--- src/rtl/tmds_rx_decoder_if.sv ---
// Bus between a TMDS deserializer lane and its decoder: the 10-bit symbol in,
// the decoded pixel/control data and the alignment handshake out.
interface tmds_rx_decoder_if;
  logic [9:0] i_tmds_word;
  logic [7:0] o_data;
  logic [1:0] o_ctrl;
  logic       o_de;
  logic       o_bitslip;
  logic       o_aligned;

  modport master (
    output i_tmds_word,
    input  o_data, o_ctrl, o_de, o_bitslip, o_aligned
  );

  modport slave (
    input  i_tmds_word,
    output o_data, o_ctrl, o_de, o_bitslip, o_aligned
  );
endinterface

--- src/rtl/tmds_rx_decoder.sv ---
// TMDS symbol decoder with control-token based word alignment and bitslip request.
// Two-stage pipeline: symbol register, then registered decode plus alignment FSM.
module tmds_rx_decoder #(
  parameter int CTRL_RUN       = 16,
  parameter int SEARCH_TIMEOUT = 2048,
  parameter int SLIP_WAIT      = 8
) (
  input  logic               i_pixclk,
  input  logic               i_reset,
  tmds_rx_decoder_if.slave   bus
);

  typedef enum logic [1:0] {ST_SEARCH, ST_SLIP, ST_WAIT, ST_LOCKED} state_e;

  localparam int RW  = $clog2(CTRL_RUN + 1);
  localparam int TW  = $clog2(SEARCH_TIMEOUT);
  localparam int TW1 = TW + 1;
  localparam logic [RW-1:0] RUN_MAX   = RW'(CTRL_RUN);
  localparam logic [TW:0]   TIMEOUT_C = TW1'(SEARCH_TIMEOUT);
  localparam logic [TW:0]   WAIT_C    = TW1'(SLIP_WAIT);

  logic [9:0]    word_q;
  logic          valid_q;
  state_e        state_q, state_d;
  logic [RW-1:0] run_q, run_d;
  logic [TW-1:0] timer_q, timer_d;
  logic [7:0]    data_q, data_d;
  logic [1:0]    ctrl_q, ctrl_d;
  logic          de_q, de_d;

  logic          is_tok;
  logic [1:0]    tok_val;
  logic [7:0]    d_word;
  logic [7:0]    dec_data;
  logic [TW:0]   timer_inc;

  always_comb begin
    is_tok  = 1'b1;
    tok_val = 2'b00;
    case (word_q)
      10'b1101010100: tok_val = 2'b00;
      10'b0010101011: tok_val = 2'b01;
      10'b0101010100: tok_val = 2'b10;
      10'b1010101011: tok_val = 2'b11;
      default:        is_tok  = 1'b0;
    endcase
  end

  always_comb begin
    dec_data    = '0;
    d_word      = word_q[9] ? ~word_q[7:0] : word_q[7:0];
    dec_data[0] = d_word[0];
    for (int i = 1; i < 8; i++) begin
      dec_data[i] = word_q[8] ? (d_word[i] ^ d_word[i-1]) : ~(d_word[i] ^ d_word[i-1]);
    end
  end

  // Outputs only move once a real symbol has reached stage 1 after reset.
  always_comb begin
    data_d = data_q;
    ctrl_d = ctrl_q;
    de_d   = de_q;
    if (valid_q) begin
      if (is_tok) begin
        data_d = 8'h00;
        ctrl_d = tok_val;
        de_d   = 1'b0;
      end else begin
        data_d = dec_data;
        de_d   = 1'b1;
      end
    end
  end

  always_comb begin
    state_d   = state_q;
    run_d     = run_q;
    timer_d   = timer_q;
    timer_inc = {1'b0, timer_q} + TW1'(1);
    if (valid_q) begin
      if (is_tok) begin
        run_d = (run_q == RUN_MAX) ? run_q : run_q + RW'(1);
      end else begin
        run_d = '0;
      end
      case (state_q)
        ST_SEARCH: begin
          // Lock is checked first so a run completing on the timeout word wins.
          if (run_d == RUN_MAX) begin
            state_d = ST_LOCKED;
            timer_d = '0;
          end else if (timer_inc == TIMEOUT_C) begin
            state_d = ST_SLIP;
            timer_d = '0;
          end else begin
            timer_d = timer_inc[TW-1:0];
          end
        end
        ST_SLIP: begin
          state_d = ST_WAIT;
          run_d   = '0;
          timer_d = '0;
        end
        ST_WAIT: begin
          run_d = '0;
          if (timer_inc == WAIT_C) begin
            state_d = ST_SEARCH;
            timer_d = '0;
          end else begin
            timer_d = timer_inc[TW-1:0];
          end
        end
        ST_LOCKED: begin
          if (is_tok) begin
            timer_d = '0;
          end else if (timer_inc == TIMEOUT_C) begin
            state_d = ST_SEARCH;
            timer_d = '0;
          end else begin
            timer_d = timer_inc[TW-1:0];
          end
        end
        default: state_d = ST_SEARCH;
      endcase
    end
  end

  always_ff @(posedge i_pixclk or posedge i_reset) begin
    if (i_reset) begin
      word_q  <= '0;
      valid_q <= 1'b0;
      state_q <= ST_SEARCH;
      run_q   <= '0;
      timer_q <= '0;
      data_q  <= '0;
      ctrl_q  <= '0;
      de_q    <= 1'b0;
    end else begin
      word_q  <= bus.i_tmds_word;
      valid_q <= 1'b1;
      state_q <= state_d;
      run_q   <= run_d;
      timer_q <= timer_d;
      data_q  <= data_d;
      ctrl_q  <= ctrl_d;
      de_q    <= de_d;
    end
  end

  assign bus.o_data    = data_q;
  assign bus.o_ctrl    = ctrl_q;
  assign bus.o_de      = de_q;
  assign bus.o_bitslip = (state_q == ST_SLIP);
  assign bus.o_aligned = (state_q == ST_LOCKED);

endmodule
--- src/flat_wrapper.sv ---
// flat-port wrapper written by rule: the top's interface ports become plain ports
module tmds_rx_decoder_flat 
#(
  parameter int CTRL_RUN       = 16,
  parameter int SEARCH_TIMEOUT = 2048,
  parameter int SLIP_WAIT      = 8
)
  (i_pixclk, i_reset, bus_i_tmds_word, bus_o_data, bus_o_ctrl, bus_o_de, bus_o_bitslip, bus_o_aligned);
  tmds_rx_decoder_if bus_i ();
  input  logic i_pixclk;
  input  logic i_reset;
  input wire logic [$bits(bus_i.i_tmds_word)-1:0] bus_i_tmds_word;
  output wire logic [$bits(bus_i.o_data)-1:0] bus_o_data;
  output wire logic [$bits(bus_i.o_ctrl)-1:0] bus_o_ctrl;
  output wire logic [$bits(bus_i.o_de)-1:0] bus_o_de;
  output wire logic [$bits(bus_i.o_bitslip)-1:0] bus_o_bitslip;
  output wire logic [$bits(bus_i.o_aligned)-1:0] bus_o_aligned;
  assign bus_i.i_tmds_word = bus_i_tmds_word;
  assign bus_o_data = bus_i.o_data;
  assign bus_o_ctrl = bus_i.o_ctrl;
  assign bus_o_de = bus_i.o_de;
  assign bus_o_bitslip = bus_i.o_bitslip;
  assign bus_o_aligned = bus_i.o_aligned;
  tmds_rx_decoder #(.CTRL_RUN(CTRL_RUN), .SEARCH_TIMEOUT(SEARCH_TIMEOUT), .SLIP_WAIT(SLIP_WAIT)) u_core (.i_pixclk(i_pixclk), .i_reset(i_reset), .bus(bus_i));
endmodule
--- config.mk ---
export PLATFORM = sky130hd
export DESIGN_NAME = tmds_rx_decoder_flat
export DESIGN_NICKNAME = d
export VERILOG_FILES = /design/src/rtl/tmds_rx_decoder_if.sv /design/src/rtl/tmds_rx_decoder.sv /design/src/flat_wrapper.sv
export SDC_FILE = /design/constraint.sdc
export NUM_CORES = 1
export LEC_CHECK = 0
export ABC_AREA = 1
export CAP_MARGIN = 20
export CORE_ASPECT_RATIO = 1.4
export CORE_MARGIN = 2
export CORE_UTILIZATION = 35
export DETAILED_ROUTE_END_ITERATION = 16
export GPL_ROUTABILITY_DRIVEN = 0
export PLACE_DENSITY = 0.61
export SYNTH_ARGS = -nofsm -noshare
export SYNTH_HDL_FRONTEND = slang
export SYNTH_SLANG_ARGS = --single-unit
--- constraint.sdc ---
create_clock -name i_pixclk -period 3.5 [get_ports i_pixclk]
set_input_delay 0.525 -clock i_pixclk [delete_from_list [all_inputs] [get_ports i_pixclk]]
set_output_delay 0.525 -clock i_pixclk [all_outputs]
set_load 0.05 [all_outputs]
==> impl_metrics.csv <==
group,metric,value,unit
sta,setup_viol,0,
power_and_ir_drop,vdd_drop_max,0.000267,V
floorplanning,rows,34,
critical_path,cp_slowest_cell,"clkdlybuf4s50_1",
clock_tree,cts_buffers,5,
grt,antenna_found_initial,0,
critical_path,max_stage_delay,0.80,ns
yosys,synth_seq_area_share,0.439,
floorplanning,die_y,99.5,µm
floorplanning,coreArea,6250,µm²
yosys,synth_area_leaders,"dfrtp_1, nand2_1, inv_1, ha_1, nor2_1",
cells_and_area,layout_commonest_cell,"nand2_1",
clock_tree,clk_pin_slew,0.08,ns
sta,min_period,2.31,ns
clock_tree,ctsLongestPathBuffers,2,
floorplanning,ios,25,
clock_tree,postCtsSetupBuffers,0,
run,drv_cap,0,
cells_and_area,multi_input_area,1140,µm²
detailed_routing,vias,1878,
place,io_buffers,24,
yosys,synth_edf_count,0,
yosys,yosys.cell_types.count,31,
grt,grtUsageTotal,0.144,
yosys,ys_seq_elements,40,
cells_and_area,fin_nets,336,
clock_tree,cts.htree.levels,2,
cells_and_area,nFillCells,615,
yosys,syn-mean-instance-area,7.89,µm²
detailed_routing,routed_wirelength,4670,µm
detailed_routing,drc,0,
power_and_ir_drop,static-leakage-power,0.00124,µW
sta,final.period_utilization,0.661,
clock_tree,insertion_delay,0.29,ns
clock_tree,cts_hold_buffers,0,
sta,final_max_slew_viol_count,0,
yosys,synth_top_cell_by_area,"dfrtp_1",
yosys,async_flop_share,1.00,
sta,max_freq,0.432,GHz
worst_hold_path,hp-class,"primary input to async pin",
clock_tree,postCtsResizedCells,0,
yosys,netlist_area,2280,µm²
floorplanning,die_area,7190,µm²
yosys,syn_inst,289,
sta,rsz0062_at_grt,"no",
sta,hold_ws,0.381,ns
outcome,status,"completed",
floorplanning,die_width,72.2,µm
critical_path,crit_chain,"inv_1, ha_1, clkdlybuf4s50_1",
critical_path,r2r-end,"u_core.timer_q[1]$_DFFE_PP0P_",
detailed_routing,drt-initial-drc-count,40,
sta,fin_tns_setup,0,ns
critical_path,end_kind,"primary output",
yosys,yosys_most_used_dff,"dfrtp_1",
grt,grt-ovfl-total,0,
grt,grt_pass1_vias,1879,
critical_path,crit_type,"flip-flop to primary output",
place,dp_hpwl,3500,µm
critical_path,r2r_start,"u_core.run_q[0]$_DFFE_PP0P_",
floorplanning,start_util,0.365,
yosys,yosys_warnings,0,
detailed_routing,postRouteAntennaNets,0,
clock_tree,cts.sinks,40,
detailed_routing,routedWlPerCell,12.0,µm
cells_and_area,synthToLayoutAreaGrowth,19.5,%
cells_and_area,final_cell_mix,"nand2_1, dfrtp_1, inv_1",
sta,hold_viol,0,
critical_path,r2r_cells,11,
clock_tree,clockRootBuffer,"clkbuf_8",
critical_path,start_kind,"flip-flop",
cells_and_area,regArea,1000,µm²
grt,grt_pass1_wl,8140,µm
cells_and_area,drive_gt1_frac,0.0728,
detailed_routing,first_pass_iters,4,
critical_path,critPathRequiredTime,2.97,ns
yosys,synth_nets,309,
clock_tree,cts_tree,"built",
yosys,yosysTopAreaCellShare,0.439,
critical_path,cp.arrival,1.79,ns
critical_path,rrSetupSlack,1.52,ns
sta,relSlewSlack,0.647,
detailed_routing,vias_per_cell,4.84,
power_and_ir_drop,power_per_cell_area,600,nW/µm²
sta,fin_worst_skew,0.00929,ns
cells_and_area,antenna_cells,0,
critical_path,critPathMaxFanout,4,
sta,tightestPinTransition,0.527,ns
grt,grt_max_degree,40,
metrics by stage:
step	std cells	worst slack [ns]	total power, µW	util	instance area [µm²]
6_report	388	1.19	1640	0.436	2730
5_1_grt	388	1.09	1750	0.436	2730
4_1_cts	388	1.17	1650	0.436	2730
3_5_place_dp	381	1.49	1210	0.415	2600
3_3_place_gp	381	1.53	1200	0.415	2600
2_1_floorplan	289	1.81	1050	-	2280
critical path, delay by kind of cell, from the launching register on:
kind                       cells  cell delay, ns
DFF                            1            0.41
buffers and inverters          2            0.91
adders and majority gates      1            0.17
Yosys cell counts, types with 2 or more instances:
cell,count
nand2_2,3
o21bai_1,2
xor2_1,11
mux2i_1,2
o22ai_1,5
nand3_1,17
a21oi_1,12
dfrtp_1,40
ha_1,8
nand2_1,81
inv_1,27
xnor2_1,4
nor2_4,2
nand4_1,7
nor2_1,26
o21ai_0,19
clkbuf_1,5
o21ai_2,4
clkinv_1,2
cell families after synthesis:
kind of cell / after synthesis / synth area share
xor gates and xnor gates: 15 / 0.0576
AOI/OAI and AO/OA: 47 / 0.121
buffers and inverters: 36 / 0.0625
adders and majority gates: 8 / 0.0439
and+or+nand+nor: 140 / 0.266
muxes: 2 / 0.00878
DFF: 40 / 0.439
other: 1 / 0.00164
sequential cells by signal (all words and copies together), names as in the netlist:
register,count
u_core.timer_q,11
u_core.word_q,10
u_core.bus.o_data,8
u_core.run_q,5
u_core.bus.o_ctrl,2
u_core.state_q,2
u_core.bus.o_de,1
u_core.valid_q,1
cell type report:
cell class | instances | area share
clock buffer | 5 | 0.0253
clock inverter | 2 | 0.0220
inverter | 30 | 0.0413
multi-input combinational | 213 | 0.417
sequential | 40 | 0.367
tap | 72 | 0.0331
timing repair buffer | 26 | 0.0937
worst max path at each step:
stage	start	to	slack [ns]	cells past startpoint
after floorplan	u_core.run_q[0]$_DFFE_PP0P_	u_core.timer_q[1]$_DFFE_PP0P_	1.81	11
after global placement	u_core.state_q[1]$_DFFE_PP0P_	bus_o_bitslip	1.53	3
after detailed placement	u_core.state_q[1]$_DFFE_PP0P_	bus_o_bitslip	1.49	3
after CTS	u_core.state_q[1]$_DFFE_PP0P_	bus_o_bitslip	1.17	3
after global routing	u_core.state_q[1]$_DFFE_PP0P_	bus_o_bitslip	1.09	3
final	u_core.state_q[1]$_DFFE_PP0P_	bus_o_bitslip	1.19	3
power by group:
part	switching (µW)	total, µW	internal (µW)
Sequential	90.4	636	546
Combinational	360	557	197
Clock	162	443	281
layer usage:
metal | vias up | global-route usage | wire length, µm
li1 | 986 | - | -
met1 | 865 | 0.157 | 1940
met2 | 17 | 0.261 | 2520
met3 | 10 | 0.0253 | 83
met4 | 0 | 0.0697 | 125
met5 | - | 0 | 0
Power figures use the tool's default switching activity.
